$ cat config.mk
export PLATFORM = sky130hd
export DESIGN_NAME = soundweb_decoder
export DESIGN_NICKNAME = d
export VERILOG_FILES = /design/src/rtl/soundweb_pkg.sv /design/src/rtl/soundweb_unescape.sv /design/src/rtl/soundweb_decoder.sv
export SDC_FILE = /design/constraint.sdc
export NUM_CORES = 1
export LEC_CHECK = 0
export CAP_MARGIN = 30
export CELL_PAD_IN_SITES_DETAIL_PLACEMENT = 0
export CELL_PAD_IN_SITES_GLOBAL_PLACEMENT = 1
export CORE_MARGIN = 4
export CORE_UTILIZATION = 30
export DETAILED_ROUTE_END_ITERATION = 10
export HOLD_SLACK_MARGIN = 0.08
export PLACE_DENSITY = 0.58
export RECOVER_POWER = 25
export SYNTH_ARGS = -nofsm -noshare
export SYNTH_HDL_FRONTEND = slang
export SYNTH_SLANG_ARGS = --single-unit
$ cat constraint.sdc
create_clock -name clk -period 2.5 [get_ports clk]
set_input_delay 0.375 -clock clk [delete_from_list [all_inputs] [get_ports clk]]
set_output_delay 0.375 -clock clk [all_outputs]
set_load 0.02 [all_outputs]
$ cat src/rtl/soundweb_pkg.sv
// soundweb_pkg: framing constants, packet lengths and decoder state encoding
package soundweb_pkg;
  localparam logic [7:0] STX = 8'h02;
  localparam logic [7:0] ETX = 8'h03;
  localparam logic [7:0] ACK = 8'h06;
  localparam logic [7:0] NAK = 8'h15;
  localparam logic [7:0] ESC = 8'h1B;
  localparam logic [7:0] ESC_OFFSET = 8'h80;
  localparam int BODY_LEN = 13;
  localparam int PKT_LEN = 14;
  typedef enum logic [1:0] {IDLE, BODY, ESCAPE} state_t;
endpackage

$ cat src/rtl/soundweb_unescape.sv
// soundweb_unescape: classifies rx_data/rx_valid as STX/ETX/ESC or payload and removes the escape offset when in_escape is set
module soundweb_unescape
  import soundweb_pkg::*;
(
  input  logic [7:0] rx_data,
  input  logic       rx_valid,
  input  logic       in_escape,
  output logic [7:0] ub,
  output logic       ub_valid,
  output logic       is_stx,
  output logic       is_etx,
  output logic       is_esc,
  output logic       escape_error
);
  assign ub = in_escape ? rx_data - ESC_OFFSET : rx_data;
  assign is_stx = rx_valid && rx_data == STX;
  assign is_etx = rx_valid && rx_data == ETX;
  assign is_esc = rx_valid && !in_escape && rx_data == ESC;
  assign ub_valid = rx_valid && !is_stx && !is_etx && !is_esc;
  assign escape_error = in_escape && (is_stx || is_etx);
endmodule

$ cat src/rtl/soundweb_decoder.sv
// soundweb_decoder: Soundweb London packet decoder; rx_data/rx_valid byte stream in, registered command/address/sv/data fields plus one-cycle packet_valid, checksum_error, framing_error, ack_seen, nak_seen pulses out
module soundweb_decoder
  import soundweb_pkg::*;
#(
  parameter int TIMEOUT_CYCLES = 100000
) (
  input  logic       clk,
  input  logic       reset_n,
  input  logic [7:0] rx_data,
  input  logic       rx_valid,
  output logic [7:0] command,
  output logic [7:0] address_0,
  output logic [7:0] address_1,
  output logic [7:0] address_2,
  output logic [7:0] address_3,
  output logic [7:0] address_4,
  output logic [7:0] address_5,
  output logic [7:0] sv_0,
  output logic [7:0] sv_1,
  output logic [7:0] data_0,
  output logic [7:0] data_1,
  output logic [7:0] data_2,
  output logic [7:0] data_3,
  output logic       packet_valid,
  output logic       checksum_error,
  output logic       framing_error,
  output logic       ack_seen,
  output logic       nak_seen
);
  localparam int TW = TIMEOUT_CYCLES > 0 ? $clog2(TIMEOUT_CYCLES + 1) : 1;
  localparam logic [TW-1:0] IMAX = TW'(TIMEOUT_CYCLES);
  state_t state, state_n;
  logic [3:0] count;
  logic [7:0] acc;
  logic [TW-1:0] idle;
  logic [BODY_LEN-1:0][7:0] stg, fld;
  logic [7:0] ub;
  logic ub_valid, is_stx, is_etx, is_esc, escape_error, tmo_hit;
  logic clr, store, ev_valid, ev_cksum, ev_frame, ev_ack, ev_nak;
  soundweb_unescape u_unescape (
    .rx_data(rx_data),
    .rx_valid(rx_valid),
    .in_escape(state == ESCAPE),
    .ub(ub),
    .ub_valid(ub_valid),
    .is_stx(is_stx),
    .is_etx(is_etx),
    .is_esc(is_esc),
    .escape_error(escape_error)
  );
  assign tmo_hit = TIMEOUT_CYCLES != 0 && int'(idle) + 1 >= TIMEOUT_CYCLES;
  assign {data_3, data_2, data_1, data_0, sv_1, sv_0, address_5, address_4,
          address_3, address_2, address_1, address_0, command} = fld;
  always_comb begin
    state_n = state;
    clr = 1'b0;
    store = 1'b0;
    ev_valid = 1'b0;
    ev_cksum = 1'b0;
    ev_frame = 1'b0;
    ev_ack = 1'b0;
    ev_nak = 1'b0;
    if (state == IDLE) begin
      state_n = is_stx ? BODY : IDLE;
      clr = is_stx;
      ev_ack = rx_valid && rx_data == ACK;
      ev_nak = rx_valid && rx_data == NAK;
    end else if (!rx_valid) begin
      state_n = tmo_hit ? IDLE : state;
      ev_frame = tmo_hit;
    end else if (is_stx) begin
      state_n = BODY;
      clr = 1'b1;
      ev_frame = escape_error;
    end else if (is_etx) begin
      state_n = IDLE;
      ev_frame = escape_error || count != 4'(PKT_LEN);
      ev_valid = !ev_frame && acc == 8'h00;
      ev_cksum = !ev_frame && acc != 8'h00;
    end else if (is_esc) begin
      state_n = ESCAPE;
    end else if (count == 4'(PKT_LEN)) begin
      state_n = IDLE;
      ev_frame = 1'b1;
    end else begin
      state_n = BODY;
      store = ub_valid;
    end
  end
  always_ff @(posedge clk or negedge reset_n) begin
    if (!reset_n) begin
      state <= IDLE;
      count <= '0;
      acc <= '0;
      idle <= '0;
      stg <= '0;
      fld <= '0;
      packet_valid <= 1'b0;
      checksum_error <= 1'b0;
      framing_error <= 1'b0;
      ack_seen <= 1'b0;
      nak_seen <= 1'b0;
    end else begin
      state <= state_n;
      packet_valid <= ev_valid;
      checksum_error <= ev_cksum;
      framing_error <= ev_frame;
      ack_seen <= ev_ack;
      nak_seen <= ev_nak;
      count <= clr ? '0 : store ? count + 1'b1 : count;
      acc <= clr ? '0 : store ? acc ^ ub : acc;
      idle <= (state == IDLE || rx_valid) ? '0 : idle == IMAX ? idle : idle + 1'b1;
      if (store && count < 4'(BODY_LEN)) stg[count] <= ub;
      if (ev_valid) fld <= stg;
    end
  end
endmodule

======== Yosys cells after proc, flatten, opt, wreduce, memory -nomap -nowiden ========
Index checks and enable logic that the tools add are counted.
word-level totals
  register bits ........................... 244
  input port bits ......................... 11
  output and inout bits ................... 109
  logic and storage cells ................. 124
cells by class
  add/sub/neg operators ................... 4
  order comparisons ....................... 4
  eq/ne operators ......................... 10
  multiplexer cells ....................... 43
  bitwise gates (word level) .............. 1
  reductions and logical operators ........ 27
operator list
  kind                                                                      number
  104-bit bitwise mux                                                       1
  17-bit two-way mux                                                        2
  8-bit demux with 4-bit select                                             1
  8-bit two-way mux                                                         4
  1-bit two-way mux                                                         27
  17-bit by 1-bit adder with 18-bit output (second input constant)          1
  18-bit by 17-bit >= comparator with 1-bit output (second input constant)  1
  17-bit by 1-bit adder with 17-bit output (second input constant)          1
  17-bit equality test (second input constant)                              1
  8-bit by 2-bit equality test with 1-bit output (second input constant)    2
  8-bit by 5-bit equality test with 1-bit output (second input constant)    2
  1-bit logical AND                                                         14
  2-bit two-way mux                                                         6
  8-bit by 3-bit equality test with 1-bit output (second input constant)    1
  8-bit logical NOT                                                         1
  4-bit two-way mux                                                         2
  8-bit nonzero test                                                        1
  8-bit subtractor (second input constant)                                  1
  8-bit bitwise XOR                                                         1
  1-bit logical NOT                                                         5
  4-bit by 5-bit < comparator with 1-bit output (second input constant)     1
  4-bit by 1-bit adder with 4-bit output (second input constant)            1
  4-bit equality test (second input constant)                               1
  4-bit by 1-bit >= comparator with 1-bit output (second input constant)    1
  8 further kinds                                                           10

======== Logic depth before layout (Yosys ltp) ========
Gate-level depths: netlist of run 1.
  depth in word-level cells ............... 14
  depth in mapped cells ................... 9
  mapped depth without buffers ............ 7

======== Hierarchy ========
From an unflattened synthesis of run 1, not the netlist that was laid out.
unflattened totals
  cells, all modules ...................... 688
  area, all modules ....................... 10,082.2 µm²
by module, submodules not included
  module             times used  cells each  area an instance (µm²)  sequential area each (µm²)
  soundweb_decoder   1           669         9,929.5                 6,105.9
  soundweb_unescape  1           19          152.6                   0.0

======== Worst setup path before layout of run 1 ========
OpenSTA, ideal clock, no wires.
  path type ............................... reg-to-reg
  start point ............................. register idle[0]
  end point ............................... register state[0]
  setup time .............................. 0.065 ns
  arrival ................................. 2.067 ns
  data required time ...................... 2.435 ns
  slack ................................... 0.368 ns
  stages on the path, launching flop included .. 8
  buffers on the path ..................... 0
  period minus slack after synthesis ...... 2.132 ns
  cells stage by stage .................... dfrtp_1 -> ha_1 -> nand4_4 -> or4_4 -> a311oi_2 -> nor2_1 -> o31ai_2 -> a211o_1
on the way
  cells in the longest elaborated chain, start to end .. 3
ends and longest elaborated chain
  what                                              RTL line                 RTL
  start: declaration                                soundweb_decoder.sv:35   logic [TW-1:0] idle;
  start signal: assignment                          soundweb_decoder.sv:112  idle <= (state == IDLE || rx_valid) ? '0 : idle == IMAX ? idle : idle + 1'b1;
  17-bit by 1-bit adder with 18-bit output          soundweb_decoder.sv:51   assign tmo_hit = TIMEOUT_CYCLES != 0 && int'(idle) + 1 >= TIMEOUT_CYCLES;
  18-bit by 17-bit >= comparator with 1-bit output  soundweb_decoder.sv:51
  3-bit nonzero test (no line)                      --
  end signal: assignment                            soundweb_decoder.sv:104  state <= state_n;
  end: declaration                                  soundweb_decoder.sv:32   state_t state, state_n;
Every way passes these cells.
A chain may end at the register's enable or synchronous reset.

======== Worst setup path in the final report of run 1 ========
  start point ............................. register count[0]
  end point ............................... register stg[76] (netlist bit)
on the way
  cells in the longest elaborated chain, start to end .. 8
  elaborated cells between the ends (all ways) .. 15
  those cells by class .................... order compare: 3; eq/ne: 1; mux: 9; reduce/logical: 2
ends and longest elaborated chain
  what                            RTL line                 RTL
  start: declaration              soundweb_decoder.sv:33   logic [3:0] count;
  start signal: assignment        soundweb_decoder.sv:110  count <= clr ? '0 : store ? count + 1'b1 : count;
  4-bit equality test             soundweb_decoder.sv:82   end else if (count == 4'(PKT_LEN)) begin
  1-bit two-way mux               soundweb_decoder.sv:82
  1-bit two-way mux               soundweb_decoder.sv:80   end else if (is_esc) begin
  1-bit two-way mux               soundweb_decoder.sv:75   end else if (is_etx) begin
  1-bit two-way mux               soundweb_decoder.sv:71   end else if (is_stx) begin
  1-bit two-way mux               soundweb_decoder.sv:68   end else if (!rx_valid) begin
  1-bit two-way mux               soundweb_decoder.sv:63   if (state == IDLE) begin
  1-bit logical AND               soundweb_decoder.sv:113  if (store && count < 4'(BODY_LEN)) stg[count] <= ub;
  end signal: indexed assignment  soundweb_decoder.sv:113
  end: declaration                soundweb_decoder.sv:36   logic [BODY_LEN-1:0][7:0] stg, fld;
Parallel ways exist; a longest one is shown, timed or not.

==> impl.org, run 1 <==
** Pwr
- Net switching share of the total power :: between 20% and 30%
- Cell internal power was estimated by the tool at 8030 µW.
- Cell area power density :: around 820 nW/µm²
- The analysis attributes to cell leakage a power of slightly above 0.006 µW.
- The share of total power dissipated in combinational logic is 14.0%.
- Registers are responsible for 49.3% of the overall power.
- Clock share of power :: 36.6%
- VDD sags by at most 0.577 mV.
- For this design the total switching power over the nets is 2620 µW.

** Synth
- Number of warnings printed during yosys synthesis :: 0
- The commonest cells after synthesis are dfrtp_1, mux2_2, mux2_1, nor2_1, nand2_1.
- The synthesized netlist occupies a cell area of between 9000 and 10000 µm².
- Synthesis inferred 244 register bits.
- Share of flip-flops with an asynchronous set or reset :: 100%
- After synthesis, the cell types taking the most area are dfrtp_1, mux2_2, mux2_1.
- Mapped Avg Cell Area :: between 10 and 15 µm²
- Most frequently used cell type in the post-synthesis netlist :: dfrtp_1
- Number of synthesized flops with an enable pin :: 0
- Dominant cell type by area after synthesis :: dfrtp_1
- The synthesized netlist contains 59 unique library cells.
- Summing the sequential cell areas from Yosys gives 61.2% of the chip area.
- The top cell type by area accounts for 61.2% of the synthesized area.
- Gate count after technology mapping :: 688
- Net count after synthesis :: roughly 710
- For this run, the leading register cell type out of synthesis is dfrtp_1.

** Finish
- The largest registers in the layout are stg (104), idle (17).
- In the final design database the tool counted 866 nets.
- The finished layout holds roughly 1300 standard cells, fillers aside.
- The repair_antennas step left the layout with diodes totalling 0.
- Across the whole layout, storage elements account for ~6000 µm².
- Synth-to-layout area growth :: 29.6%
- Share of layout cells above drive strength 1 :: 27.5%
- Register with the highest flop count :: stg
- Flip-flop count of the largest register, all copies and words added :: 104
- The filler cells instantiated in the layout total 3139.
- Area taken by multi-input logic gates :: 3640 µm²

** Timing
- Remaining max-slew budget at the tightest pin :: -14.4%
- The routed design could run at a clock period as short as 2.29 ns.
- Unrepaired setup endpoints after global routing :: no
- At the pin with the least slew margin, the transition time is 1.72 ns.
- Final Hold Fails :: 0
- Maximum clock rate :: 436 MHz
- Total Neg Setup Slack :: 0 ns
- Clock tree skew after final layout :: 0.0136 ns
- Setup violations remaining at the end of the flow were counted as 0.
- Max Transition Viols Final :: 65
- In the post-route analysis, the smallest setup slack over all paths is 0.206 ns.
- The final critical path takes up 91.8% of the cycle.

** Drt
- The pre-antenna-repair detailed-routing pass consisted of 4 iterations.
- Summing over every cut layer, the via total after detailed routing is between 5000 and 6000.
- # DRC :: 0
- The detailed router finished its first iteration with 226 violations.
- After detailed routing, the average wire length per cell comes to ~18 µm.
- Via density :: 4.54
- Once detail routing completed, the nets flagged for antenna violations numbered 0.
- Summed over all layers, the routed wires come to 23300 µm.

** Critical path
- Along the worst path, the maximum fanout reaches 16.
- Worst Path Class, Setup :: register to register
- Data required, critical path :: 2.91 ns
- Startpoint type of the worst setup path :: register
- Critical path data arrival time :: 2.70 ns
- Critical path capture point type :: register

** Global route
- First-pass GRT wire length :: about 37000 µm
- GR Util All Layers :: between 10% and 20%
- GR Overflow Total :: 0
- Via count of the first global-routing pass :: ~6300
- Maximum number of pins on one net before global-route repair :: 66
- The number of antenna violations at the first check in global routing is 1.
- Global routing consumed, on the met2 layer, 20.4% of the routing resources.
- GRT met1 Usage :: a little under a fifth
- met2 is the most crowded layer.
- For this run, global-route usage on met3 was measured as 2.42%.

** Clocking
- The clock passes through at most 3 buffers.
- The cell sitting at the root of the clock tree is a clkbuf_16.
- TritonCTS built the clock tree.
- Sinks on the clock net :: 244
- Maximum level of the CTS H-tree :: 1
- Clock insertion delay at the later pin of the skew report :: 0.53 ns
- After clock tree synthesis, the clock-pin slew on the worst setup and hold paths is 0.06 ns.
- Clock tree synthesis inserted a total of 28 buffers.
- Post-CTS setup repair buffer count :: 0

** Run
- Max-cap violation count :: 1

** Status
- Violated checks :: capacitance limit, slew limit
- The flow ran to the end, but the final reports show violations.

** Place
- In this run the tool buffered the top-level ports with 119 buffer cells.
- Prior to clock tree synthesis, the placed netlist has a worst setup slack of -0.0276 ns.
- The congestion estimate from routability-driven global placement came to roughly 0.76.
- Placed wire-length estimate after detailed placement :: between 15000 and 20000 µm
- In this run, placement finished with an instance count of ~1300.

** Floorplanning
- In this run the standard cell core region covers ~33000 µm².
- IO Count :: 120
- Die width :: 190 µm
- Chip Height :: 190 µm
- The die covers 36300 µm².
- Row generation in the floorplan step produced 66 rows.
- The initial utilization of the core area, before any placement, comes to 30.5%.

** Worst hold path
- Hold WC Path Type :: register to register
-- power groups by stage --
stage / Clock (µW) / Sequential, µW / Combinational, µW
after floorplan: 0 / 5140 / 1120
after global placement: 0 / 5320 / 1490
after detailed placement: 0 / 5330 / 1520
after CTS: 4060 / 5260 / 1530
after global routing: 4230 / 5370 / 1690
final: 3900 / 5250 / 1490
-- stage by stage --
stage / power (µW) / utilization, % / hold WS [ns] / instance area [µm²]
floorplan: 6260 / - / 0.0794 / 9980
global placement: 6810 / 36.9 / 0.372 / 12100
detailed placement: 6860 / 36.9 / 0.370 / 12100
CTS: 10900 / 39.7 / 0.410 / 13000
global route: 11300 / 39.6 / 0.496 / 12900
finish: 10600 / 39.6 / 0.467 / 12900
-- worst max-delay path, cell delays in order, from the launching register on --
cell      delay (ns)
dfrtp_1         0.43
inv_1           0.09
ha_1            0.28
nand3_1         0.15
nand3b_1        0.10
nor2_2          0.17
buf_12          0.15
and3_1          0.42
mux2_2          0.38
-- metal layers --
metal	up-vias	share of wire, %
met1	3039	48
met5	-	0.056
met3	28	4.3
met4	2	1.3
li1	2764	-
met2	109	46
-- kinds of logic (layout without fill, tap and decap cells) --
logic type / count (synthesis) / after routing / share of synthesized area, %
fa+ha+maj: 6 / 6 / 0.752
mux: 220 / 220 / 24.7
buf+inv: 45 / 225 / 2.56
compound gates: 19 / 19 / 1.52
xor+xnor: 19 / 19 / 1.67
flops: 244 / 244 / 61.2
simple gates: 135 / 135 / 7.66
-- cell usage in the layout (no fill, tap or decap), types with 3 or more instances in the layout --
cell / Yosys / routed
dfrtp_1: 244 / 244
mux2_2: 126 / 126
clkdlybuf4s50_1: 0 / 118
mux2_1: 82 / 82
buf_4: 1 / 34
nor2_1: 32 / 32
nand2_1: 30 / 30
clkbuf_16: 0 / 29
nand3_1: 17 / 16
mux2i_1: 12 / 12
buf_12: 1 / 12
xor2_1: 11 / 11
and3_1: 10 / 10
nand4_1: 7 / 7
xnor2_1: 8 / 7
clkbuf_1: 12 / 7
inv_1: 6 / 6
clkinv_2: 0 / 6
nor3_1: 5 / 5
ha_1: 6 / 5
clkbuf_8: 0 / 5
or3_1: 3 / 3
a21oi_1: 3 / 3
or4_1: 3 / 3
clkbuf_2: 0 / 3
-- layout make-up --
type,instances,area share (%)
well taps,442,4.28
multi-input cells,399,28.2
inverters,6,0.174
clock buffers,41,6.34
clock inverters,8,0.522
flip-flops and latches,244,47.2
repair buffers,170,13.3
-- path summary, 6_finish.rpt --
| path | startpoint | to | slack (ns) | cells after the start |
|---|---|---|---|---|
| max in group asynchronous | reset_n | data_1[0]$_DFFE_PN0P_ | 0.40 | 3 |
| min reg2reg | acc[1]$_DFFE_PN0P_ | acc[1]$_DFFE_PN0P_ | 0.47 | 1 |
| min | acc[1]$_DFFE_PN0P_ | acc[1]$_DFFE_PN0P_ | 0.47 | 1 |
| min in group asynchronous | reset_n | address_1[6]$_DFFE_PN0P_ | 0.84 | 2 |
| max | count[0]$_DFFE_PN0P_ | stg[76]$_DFFE_PN0P_ | 0.21 | 8 |
| max reg2reg | count[0]$_DFFE_PN0P_ | stg[76]$_DFFE_PN0P_ | 0.21 | 8 |
-- repair_timing --
item	in CTS	in global routing
setup endpoints to repair	0	1
endpoints found under the hold margin	59	0
hold buffers	1	0
resized for setup	0	1
Note: power is estimated with default switching activity, not from simulation.
==> run 2: changes to the inputs <==
CORE_UTILIZATION = 46   (was 30)
PLACE_DENSITY = 0.81   (was 0.58)
==> impl.org, run 2 (synthesized netlist as in run 1, its figures left out) <==
** Critical path
- Capturing point of the worst reg2reg path :: stg[55]$_DFFE_PN0P_
- In this run the worst path has a maximum fanout of 14.
- Data required, critical path :: 2.89 ns
- In this design, the stage delay of the slowest critical-path cell is about 0.43 ns.
- Worst Path Class, Setup :: register to register
- Critical R2R Launch :: count[0]$_DFFE_PN0P_
- The worst setup path is captured at a register.
- At the worst endpoint, the arrival time is 2.73 ns.
- The slowest stage of the critical path is the dfrtp_1 cell.
- Path depth of the worst reg2reg path :: 8
- Traced cell by cell, the critical path runs through inv_1 > ha_1 > nand3_1 > nand3b_1 > nor2_2 > buf_12 > and3_1 > mux2_2.
- The worst setup path is launched from a register.
- The worst register-to-register path has a setup slack of 0.16 ns.

** Global route
- Met2 demand-to-capacity share in global routing :: slightly above 30%
- met2 is the most crowded layer.
- GR Overflow Total :: 0
- First-pass GRT wire length :: 35200 µm
- Global routing consumed, on the met1 layer, 24.2% of the routing resources.
- The number of antenna violations at the first check in global routing is 2.
- The number of global-route vias before repair was 6492.
- GR Util met3 :: 3.56%
- Entering global routing, the biggest net connects 95 pins.
- Global routing used ~18% of the available tracks across all layers.

** Finish
- For this run, the post-layout net count is 851.
- Count of inserted antenna diode cells :: 0
- Area of all sequential standard cells :: 6110 µm²
- Filler cells :: 1593
- Synth-to-layout area growth :: 26.0%
- Area taken by multi-input logic gates :: 3630 µm²
- Share of layout cells above drive strength 1 :: 26.2%
- Core occupancy in the finished layout :: 59.4%
- Most frequent standard cell in the layout excluding fill and tap cells :: dfrtp_1
- Top flop regs :: stg (104), idle (17)
- Flip-flop count of the largest register, all copies and words added :: 104
- Commonest non-fill, non-tap cells in the layout :: dfrtp_1, mux2_2, clkdlybuf4s50_1
- The register with the most flip-flops in the final layout is stg.

** Clocking
- For this design, the sink count on the clock tree is 244.
- Buffers added to address setup during post-CTS repair amount to 0.
- Clock tree from TritonCTS :: done
- Clock tree synthesis selected as its root buffer the cell clkbuf_16.
- Clock-pin slew was measured on the worst setup and hold paths at 0.06 ns.
- Clock insertion delay at the later pin of the skew report :: 0.52 ns
- Buffers inserted during clock tree synthesis total 26.
- Maximum buffer depth of the clock tree :: 3
- In this run the number of H-tree levels came out at 1.

** Floorplanning
- Number of core rows :: 53
- Core outline area :: 21200 µm²
- The die covers 24100 µm².
- Chip Height :: 155 µm
- Die width :: 155 µm
- 120 I/O pins were placed.
- For this configuration, the core starts out at a cell density of 47.2%.

** Drt
- Wire per inst :: 18.8 µm
- Wires add up to roughly 21000 µm.
- In the routed design, unresolved DRC markers number 0.
- DRC violation total after the first TritonRoute iteration :: 277
- Length of the first detailed-routing pass in iterations :: 4
- After detailed routing, the number of vias per cell comes to 5.31.
- The detail route stage leaves a number of antenna-violating nets equal to 0.
- The detailed router placed 5992 vias in this run.

** Timing
- For the pin with the worst max-slew slack, the measured transition is 1.25 ns.
- Max Transition Viols Final :: 0
- Setup violations remaining at the end of the flow were counted as 0.
- Clock tree skew after final layout :: 0.00673 ns
- Unrepaired setup endpoints after global routing :: no
- Period utilisation layout :: 93.5%
- Measured against its own limit, the worst slew margin works out to 16.3%.
- Derived from the worst setup path, the maximum achievable clock frequency is 428 MHz.
- For the final routed database, the setup TNS stands at 0 ns.
- The final hold violation count is 0.
- Tmin final :: between 2 and 2.5 ns

** Place
- After legalization and detailed placement, the total HPWL measured 14600 µm.
- At the end of routability-driven placement, the weighted congestion stood at 0.876.
- Input and output buffers added on the ports amount to 119.

** Pwr
- VDD sags by at most roughly 0.44 mV.
- Cell area power density :: roughly 850 nW/µm²
- Summed over all cells, the static leakage comes to 0.00611 µW.

** Run
- Max-cap violation count :: 0

** Status
- The flow ran to the end, and the final reports show no timing, DRC or antenna violations.

** Worst hold path
- Hold WC Path Type :: input pin to asynchronous set/reset pin
## run 2: cell types whose count changed in the layout (fill, tap and decap cells not counted), sizes merged
cell,before,now
clkinvlp,1,0
buf,48,36
clkbuf,44,43
bufinv,1,2
clkinv,6,5
## run 2: how the worst max path moves through the flow
stage	startpoint	to
after CTS	idle[1]$_DFFE_PN0P_	framing_error$_DFF_PN0_
final	count[0]$_DFFE_PN0P_	stg[55]$_DFFE_PN0P_
after floorplan	idle[0]$_DFFE_PN0P_	state[0]$_DFFE_PN0P_
after global placement	rx_data[7]	stg[30]$_DFFE_PN0P_
after global routing	idle[1]$_DFFE_PN0P_	framing_error$_DFF_PN0_
after detailed placement	rx_data[7]	stg[32]$_DFFE_PN0P_
## run 2: layer usage
| layer | share of wire (%) | vias to the layer above |
|---|---|---|
| met5 | 0.16 | - |
| met4 | 2.0 | 4 |
| met3 | 5.0 | 35 |
| met2 | 49 | 122 |
| met1 | 44 | 3099 |
| li1 | - | 2732 |
## run 2: cell type report
class / instances / share of cell area [%]
clock inverter: 7 / 0.677
inverter: 6 / 0.179
multi-input combinational: 399 / 28.9
clock buffer: 41 / 6.35
tap: 275 / 2.74
timing repair buffer: 157 / 12.6
sequential: 244 / 48.6
## run 2: power breakdown
group | internal [µW] | switching, µW | leakage, µW
clock network | 2390 | 1480 | 0.000439
logic | 852 | 622 | 0.00239
registers | 4800 | 544 | 0.00328
total | 8040 | 2650 | 0.00611
## run 2: repair_timing
| item | 4_1_cts | 5_1_grt |
|---|---|---|
| hold buffers | 1 | 0 |
| resized for setup | 0 | 1 |
| endpoints found under the hold margin | 37 | 0 |
| endpoints found under the setup margin | 0 | 2 |
## run 2: through the flow
stage	std cells	total power [µW]	setup slack (ns)	hold WS [ns]	instance area, µm²
after CTS	1129	10800	0.152	0.322	12600
after global routing	1129	11200	0.0644	0.330	12600
after detailed placement	1080	6890	-0.0801	0.275	11700
after global placement	1080	6770	-0.00905	0.270	11700
final	1129	10700	0.163	0.319	12600
after floorplan	688	6260	0.368	0.0794	9980
## run 2: critical path: cells and delay by family, from the launching register on
| family | cells | cell delay [ns] |
|---|---|---|
| flip-flops | 1 | 0.43 |
| buffers and inverters | 2 | 0.24 |
| adder cells (fa/ha/maj) | 1 | 0.27 |
| AND/OR/NAND/NOR | 4 | 0.87 |
| multiplexers | 1 | 0.40 |
==> run 3: changes to the inputs <==
ABC_CLOCK_PERIOD_IN_PS = 2500   (was unset)
==> results of run 3 <==
Same layout as run 2: the final DEF is identical, and so are final timing and power.
